## config.mk

```make
export PLATFORM = sky130hd
export DESIGN_NAME = if_buffer
export DESIGN_NICKNAME = d
export VERILOG_FILES = /design/src/rtl/if_buffer.sv
export SDC_FILE = /design/constraint.sdc
export NUM_CORES = 1
export LEC_CHECK = 0
export CORE_ASPECT_RATIO = 0.9
export CORE_MARGIN = 10
export CORE_UTILIZATION = 25
export DETAILED_ROUTE_END_ITERATION = 8
export PLACE_DENSITY = 0.39
export RECOVER_POWER = 25
export SLEW_MARGIN = 40
export SYNTH_ARGS = -nofsm -noshare
export SYNTH_HDL_FRONTEND = slang
export SYNTH_SLANG_ARGS = --single-unit
```

## constraint.sdc

```tcl
create_clock -name clk -period 5.9 [get_ports clk]
set_input_delay 1.18 -clock clk [delete_from_list [all_inputs] [get_ports clk]]
set_output_delay 1.18 -clock clk [all_outputs]
set_load 0.02 [all_outputs]
```

## src/rtl/if_buffer.sv

```systemverilog
// if_buffer: circular instruction-fetch buffer between fetch and decode.
// Fetch presents up to four consecutive words per cycle; the buffer accepts
// the contiguous valid prefix that fits, and exposes its four oldest entries
// to decode, which reports how many it consumed.
module if_buffer #(
    parameter int DEPTH = 8
) (
    input  logic        clk,
    input  logic        reset,
    input  logic        flush,
    input  logic [31:0] Iin1,
    input  logic [31:0] Iin2,
    input  logic [31:0] Iin3,
    input  logic [31:0] Iin4,
    input  logic        Iin1Valid,
    input  logic        Iin2Valid,
    input  logic        Iin3Valid,
    input  logic        Iin4Valid,
    input  logic [2:0]  out_read_count,
    output logic [31:0] Iout1,
    output logic [31:0] Iout2,
    output logic [31:0] Iout3,
    output logic [31:0] Iout4,
    output logic        Iout1Valid,
    output logic        Iout2Valid,
    output logic        Iout3Valid,
    output logic        Iout4Valid,
    output logic [2:0]  in_count,
    output logic [2:0]  empty_count
);

    localparam int AW = $clog2(DEPTH);
    localparam int CW = AW + 1;
    localparam logic [CW-1:0] DEPTH_C = CW'(DEPTH);
    localparam logic [CW-1:0] FOUR_C  = CW'(4);

    logic [31:0]   mem_r [DEPTH];
    logic [AW-1:0] head_r;
    logic [AW-1:0] tail_r;
    logic [CW-1:0] occ_r;

    logic [31:0]   in_word_s [4];
    logic [2:0]    cand_s;
    logic [2:0]    in_count_s;
    logic [2:0]    empty_s;
    logic [CW-1:0] free_s;
    logic [CW-1:0] orc_ext_s;
    logic [CW-1:0] eff_read_s;
    logic [31:0]   out_word_s [4];
    logic [3:0]    out_valid_s;

    // Gather the fetch words into an array so writes can be indexed.
    always_comb begin
        in_word_s[0] = Iin1;
        in_word_s[1] = Iin2;
        in_word_s[2] = Iin3;
        in_word_s[3] = Iin4;
    end

    // Accept candidates: length of the contiguous valid prefix of the fetch group.
    always_comb begin
        cand_s = 3'd0;
        if (!Iin1Valid) begin
            cand_s = 3'd0;
        end else if (!Iin2Valid) begin
            cand_s = 3'd1;
        end else if (!Iin3Valid) begin
            cand_s = 3'd2;
        end else if (!Iin4Valid) begin
            cand_s = 3'd3;
        end else begin
            cand_s = 3'd4;
        end
    end

    // Acceptance, free-space report and clamped decode consumption; space
    // freed by this cycle's dequeue is deliberately not offered to fetch.
    always_comb begin
        free_s     = DEPTH_C - occ_r;
        in_count_s = 3'd0;
        empty_s    = 3'd0;
        orc_ext_s  = CW'(out_read_count);
        eff_read_s = {CW{1'b0}};
        if (!reset || flush) begin
            in_count_s = 3'd0;
        end else if (CW'(cand_s) <= free_s) begin
            in_count_s = cand_s;
        end else begin
            in_count_s = free_s[2:0];
        end
        if (free_s >= FOUR_C) begin
            empty_s = 3'd4;
        end else begin
            empty_s = free_s[2:0];
        end
        if (orc_ext_s <= occ_r) begin
            eff_read_s = orc_ext_s;
        end else begin
            eff_read_s = occ_r;
        end
    end

    // Read window: the four oldest entries starting at head, masked in reset.
    always_comb begin
        for (int k = 0; k < 4; k++) begin
            if (reset) begin
                out_word_s[k]  = mem_r[head_r + AW'(k)];
                out_valid_s[k] = !flush && (occ_r > CW'(k));
            end else begin
                out_word_s[k]  = 32'd0;
                out_valid_s[k] = 1'b0;
            end
        end
    end

    // FIFO state: async clear, flush wins, otherwise enqueue and dequeue together.
    always_ff @(posedge clk or negedge reset) begin
        if (!reset) begin
            head_r <= {AW{1'b0}};
            tail_r <= {AW{1'b0}};
            occ_r  <= {CW{1'b0}};
            for (int i = 0; i < DEPTH; i++) begin
                mem_r[i] <= 32'd0;
            end
        end else if (flush) begin
            head_r <= {AW{1'b0}};
            tail_r <= {AW{1'b0}};
            occ_r  <= {CW{1'b0}};
        end else begin
            for (int i = 0; i < 4; i++) begin
                if (3'(i) < in_count_s) begin
                    mem_r[tail_r + AW'(i)] <= in_word_s[i];
                end
            end
            tail_r <= tail_r + AW'(in_count_s);
            head_r <= head_r + eff_read_s[AW-1:0];
            occ_r  <= occ_r + CW'(in_count_s) - eff_read_s;
        end
    end

    assign Iout1       = out_word_s[0];
    assign Iout2       = out_word_s[1];
    assign Iout3       = out_word_s[2];
    assign Iout4       = out_word_s[3];
    assign Iout1Valid  = out_valid_s[0];
    assign Iout2Valid  = out_valid_s[1];
    assign Iout3Valid  = out_valid_s[2];
    assign Iout4Valid  = out_valid_s[3];
    assign in_count    = in_count_s;
    assign empty_count = empty_s;

endmodule

```

==> reports/qor.txt, run 1 <==
outcome: finished with violations
violations in the final reports: max-capacitance violations, max-slew violations
type of destination of the critical path: output port
ys async rst share: 1.000
share of final-layout standard cells stronger than drive strength 1: 0.1875
area of the core: 100200 um2
starting utilization of the core area: 0.2523
WL final: 138700 um
maximum vdd drop: 339.3 uV
maximum net fanout on the critical path: 7
die outline height: 321.7 um
dominant cells by area after synthesis: dfrtp_1 26%, mux4_2 18%, mux2i_1 5.7%
Routed wire per std cell: 33.03 um
global route total overflow: 0
first-iteration detailed-routing DRC count: 3073
Post-Synthesis Net Count: 2920
met1 Resource Use GR: 0.3115
count of unresolved DRC violations after routing: 0
area overhead of the layout relative to synthesis: 23.08%
shortest clock period the worst path allows after layout: 5.570 ns
number of max-slew violations in the final report: 64
number of failing hold endpoints at the final stage: 0
Leakage Power: 11.13 nW
number of instances in the synthesized netlist: 2758
average via count per standard cell: 6.308
sequential cell area fraction in the yosys report: 0.2633
CTS root buffer: clkbuf_16
largest buffer count on any clock path: 3
count of warnings emitted by yosys: 0
critical path class: in -> out
number of buffers added by the clock tree synthesis step: 39
clock slew at the register clock pins of the worst setup and hold paths: 0.06 ns
overall die area: 114200 um2
cell seen most often among critical-path stages: clkdlybuf4s50_1
via count of the first global-routing pass: 26.52k
Slew headroom: -0.07413
filler cell count in the final layout: 10.37k
critical path's largest stage delay: 0.66 ns
IO buf count: 275
# rows: 110
dominant delay contributor by cell family on the critical path: buffers and inverters
antenna violations before repair: 5
DPL Wire Length: 87350 um
Cell Area, Synth: 25280 um2
commonest cells in the synthesized netlist: 266 x dfrtp_1, 254 x a21oi_1, 237 x nor2_1, 229 x clkbuf_1, 204 x o21ai_0
CP bufs+invs: 3
share of the synthesized area in the top cell type: 0.2633
last weighted congestion value of the routability-driven placer: 0.8317
IO Pins: 276
number of maximum-capacitance violations: 2
CP startpoint kind: primary input
largest net degree at the start of global routing: 92
most used standard cell by instance count after synthesis: dfrtp_1
Resized cells post-CTS: 0
signal arrival time at the worst endpoint: 4.39 ns
Total GRT Usage: 0.2319
number of nets in the layout: 2988
Yosys top cell by area: dfrtp_1
number of enable flip-flop cells after synthesis: 0
total number of vias: 26.49k
clk sinks: 266
Required @ worst endpoint: 4.72 ns
GR met3 Demand/Resource: 0.05239
number of distinct library cells after synthesis: 65
first-pass iteration count of the detailed router: 5
achievable clock frequency: 179.5 MHz
Total Neg Setup Slack: 0 ns
Worst-Margin Slew: 1.611 ns
post-CTS setup repair buffer count: 0
clk_skew: 0.03848 ns
maximum level of the CTS H-tree: 2
final period utilization: 0.9441
first-pass GRT wire length: 197400 um
Post-Syn Area per Cell: 9.165 um2
routing layer with the top usage in global route: met2
power per cell area: 561.9 nW/um2
slowest cell on the critical path: clkdlybuf4s50_1
hold-fix buffer count after cts: 0
global-route track usage on met2: 0.3586
post-route ant nets: 0
Clk Latency, worst-skew pair: 0.61 ns
predominant post-synthesis flop cell: dfrtp_1
number of failing setup endpoints in the final timing report: 0
CP Cell Sequence: clkdlybuf4s50_1, inv_1, o21ai_0, nand2_1, ha_1, and3_1, or2_2, nor3_4, mux2i_1, and2_1, clkdlybuf4s50_1
register bit count reported by yosys: 266
setup repair after global routing missed its margin: false
path category of the worst min-delay check: in -> async
CTS tree: yes
overall die width: 355.2 um
worst hold margin: 0.5081 ns
-- cells in the final DEF, fill, tap and decap left out, drive strengths merged, types with 10 or more instances in the layout --
cell and count:
nand2 138, o21bai 21, a21oi 255, o221ai 102
clkdlybuf4s50 273, inv 19, buf 107, or3 30
and2 34, o21ai 222, o22ai 120, o221a 93
dfrtp 266, a221o 37, a31oi 11, o31ai 17
nor3 35, mux4 202, a211oi 19, mux2i 143
ha 19, clkbuf 66, a221oi 91, nand3 10
a22o 37, nand4 11, mux2 18, nor2b 131
nor2 237
-- cell type report --
class | count | area [um2] | share of cell area
Antenna cell | 3 | 7.507 | 0.0002413
Clock buffer | 60 | 1165 | 0.03744
Clock inverter | 8 | 127.6 | 0.004102
Inverter | 21 | 87.58 | 0.002815
Multi-Input combinational cell | 2112 | 17560 | 0.5645
Sequential cell | 266 | 6668 | 0.2143
Tap cell | 1344 | 1682 | 0.05405
Timing Repair Buffer | 386 | 3811 | 0.1225
-- layer usage --
| layer | share of wire | vias to the layer above |
|---|---|---|
| met4 | 0.041 | 0 |
| met5 | 0 | - |
| met1 | 0.42 | 13422 |
| li1 | - | 11006 |
| met3 | 0.096 | 379 |
| met2 | 0.44 | 1685 |
-- flip-flops by register name, indices dropped and copies added, names as in the netlist --
signal and cells:
occ_r 4, tail_r 3, mem_r 256, head_r 3
-- path summary, 6_finish.rpt --
path	end	cells past startpoint	from	slack, ns
max in group asynchronous	mem_r[222]	2	reset	3.50
worst min register to register	mem_r[131]	2	mem_r[131]	0.58
worst max-delay path	in_count[2]	11	Iin3Valid	0.33
worst max register to register	mem_r[96]	15	occ_r[0]	1.04
min in group clk	mem_r[131]	2	mem_r[131]	0.58
worst min-delay path	mem_r[89]	1	reset	0.51
-- power breakdown --
group	internal, mW	switching [mW]	leakage (nW)
registers	2.63	1.27	3.37
logic	5.40	5.71	7.12
clock network	1.45	1.02	0.635
total	9.48	8.00	11.1
-- logic make-up after synthesis --
logic type / share of synthesized area
buf+inv: 0.05965
mux: 0.2446
fa+ha+maj: 0.01337
compound gates: 0.2924
flops: 0.2633
xor+xnor: 0.004851
simple gates: 0.1217
-- worst register-to-register path, stage by stage, from the launching register on --
cell and delay [ns]:
dfrtp_1 0.56, inv_1 0.26, ha_1 0.30, xnor2_1 0.16, buf_4 0.17, clkinv_1 0.08
ha_1 0.31, and3_1 0.20, or2_2 0.35, nor3_4 0.21, buf_4 0.41, a31oi_1 0.39
o211ai_4 0.80, buf_12 0.30, a221oi_1 0.08, o21ai_0 0.20
-- through the flow --
step	area [um2]	utilization	cells	total power, mW	setup slack (ns)
finish	31110	0.3105	4200	17.48	0.3296
global route	31110	0.3105	4200	18.45	0.09217
CTS	31120	0.3106	4197	17.52	0.3376
detailed placement	29820	0.2977	4129	14.99	0.3571
global placement	29750	0.2969	4126	14.76	0.3091
floorplan	25280	-	2758	10.70	1.130
Power figures use the tool's default switching activity.
==> inputs of run 2 (changes only) <==
- GPL_ROUTABILITY_DRIVEN: unset -> 0
- SLEW_MARGIN: 40 -> 20
==> reports/qor.txt, run 2 (synthesis results as in run 1) <==
number of buffers added by the clock tree synthesis step: 38
CTS tree: yes
post-route cell area: 30970 um2
worst hold margin: 0.5142 ns
number of maximum-capacitance violations: 1
Resized cells post-CTS: 0
worst-case setup margin in the final layout: 0.3524 ns
Required @ worst endpoint: 4.72 ns
average via count per standard cell: 6.316
hold-fix buffer count after cts: 0
achievable clock frequency: 180.3 MHz
sequential fraction of design power: 0.224
Worst-Margin Slew: 1.656 ns
area overhead of the layout relative to synthesis: 22.54%
violations in the final reports: max-capacitance violations, max-slew violations
number of max-slew violations in the final report: 25
CP startpoint kind: primary input
utilization of the core after routing: 0.3091
clock slew at the register clock pins of the worst setup and hold paths: 0.06 ns
setup repair after global routing missed its margin: false
Worst Setup Slack post-DPL: 0.3118 ns
critical path class: in -> out
max FFs per register: 256
clk_skew: 0.02701 ns
switching power share of the total: 0.4596
internal power of the cells: 9.382 mW
first-pass GRT wire length: 196600 um
largest registers: mem_r x256, occ_r x4
via count of the first global-routing pass: 26.56k
type of destination of the critical path: output port
overall die width: 355.2 um
die outline height: 321.7 um
first-pass iteration count of the detailed router: 6
Total GRT Usage: 0.2310
Routed wire per std cell: 32.95 um
shortest clock period the worst path allows after layout: 5.548 ns
final period utilization: 0.9403
largest net degree at the start of global routing: 92
share of final-layout standard cells stronger than drive strength 1: 0.1865
most frequent cells in the layout: 272 x clkdlybuf4s50_1, 263 x dfrtp_1, 253 x a21oi_1
post-route ant nets: 0
starting utilization of the core area: 0.2523
maximum vdd drop: 710.1 uV
number of nets in the layout: 2984
commonest non-fill, non-tap cell in the layout: clkdlybuf4s50_1
number of failing setup endpoints in the final timing report: 0
Leakage Power: 11.10 nW
portion of total power attributed to the clock network: 0.137
most flop-heavy register: mem_r
logic gate share of total power: 0.639
Clk Latency, worst-skew pair: 0.59 ns
power per cell area: 560.6 nW/um2
maximum net fanout on the critical path: 7
IO Pins: 276
total design power: 17.36 mW
count of unresolved DRC violations after routing: 0
number of failing hold endpoints at the final stage: 0
WL final: 138500 um
non-filler instance count after layout: 4203
Total Neg Setup Slack: 0 ns
CTS root buffer: clkbuf_16
post-CTS setup repair buffer count: 0
# rows: 110
antenna violations before repair: 9
Placed Cells: 4126
largest buffer count on any clock path: 3
IO buf count: 275
first-iteration detailed-routing DRC count: 3049
switching power total: 7.980 mW
maximum level of the CTS H-tree: 2
signal arrival time at the worst endpoint: 4.37 ns
total number of vias: 26.55k
clk sinks: 266
global route total overflow: 0
post-placement cell area: 29750 um2
outcome: finished with violations
DPL Wire Length: 86690 um
path category of the worst min-delay check: in -> async
filler cell count in the final layout: 10.35k
area of the core: 100200 um2
overall die area: 114200 um2
Slew headroom: -0.1042
run 2: cell count changes in the layout (fill, tap and decap cells not counted), moves of 2 or more:
cell      before  now
clkinv_2       4   12
buf_4         81   87
buf_6          6    0
buf_8          4    2
diode_2        3    7
clkbuf_8      11    7
inv_6          0    2
run 2: critical path, cell delays in order:
cell and delay [ns]:
clkdlybuf4s50_1 0.61, inv_1 0.07, o21ai_0 0.25, nand2_1 0.13
ha_1 0.29, and3_1 0.21, or2_2 0.35, nor3_4 0.21
a21oi_1 0.11, nor2_1 0.28, clkdlybuf4s50_1 0.69
run 2: final timing paths:
path / from / to / slack (ns) / cells past startpoint
worst max register to register: occ_r[0] / mem_r[118] / 1.01 / 13
max in group asynchronous: reset / mem_r[156] / 3.47 / 2
min in group clk: mem_r[131] / mem_r[131] / 0.58 / 2
worst min register to register: mem_r[131] / mem_r[131] / 0.58 / 2
worst max-delay path: Iin3Valid / in_count[0] / 0.35 / 11
worst min-delay path: reset / mem_r[217] / 0.51 / 1
run 2: area by class of cell:
cell class,instances,area [um2],area share
inverter,21,87.58,0.002828
clock inverter,16,148.9,0.004807
clock buffer,54,1081,0.03490
multi-input combinational,2112,17550,0.5666
tap,1344,1682,0.05429
sequential,266,6668,0.2153
antenna,7,17.52,0.0005655
timing repair buffer,383,3741,0.1208
run 2: power by group through the flow:
| stage | sequential (mW) | clock, mW | combinational [mW] |
|---|---|---|---|
| after CTS | 3.84 | 2.42 | 11.1 |
| final | 3.89 | 2.38 | 11.1 |
| after floorplan | 3.30 | 0 | 7.40 |
| after global routing | 4.01 | 2.48 | 11.8 |
| after global placement | 3.79 | 0 | 11.0 |
| after detailed placement | 3.86 | 0 | 11.1 |
run 2: layer usage:
layer,share of wire,GRT usage,routed length [um]
met1,0.42,0.3095,58500
met2,0.45,0.3573,61670
met3,0.096,0.05341,13250
met4,0.037,0.08899,5081
met5,0,0,0
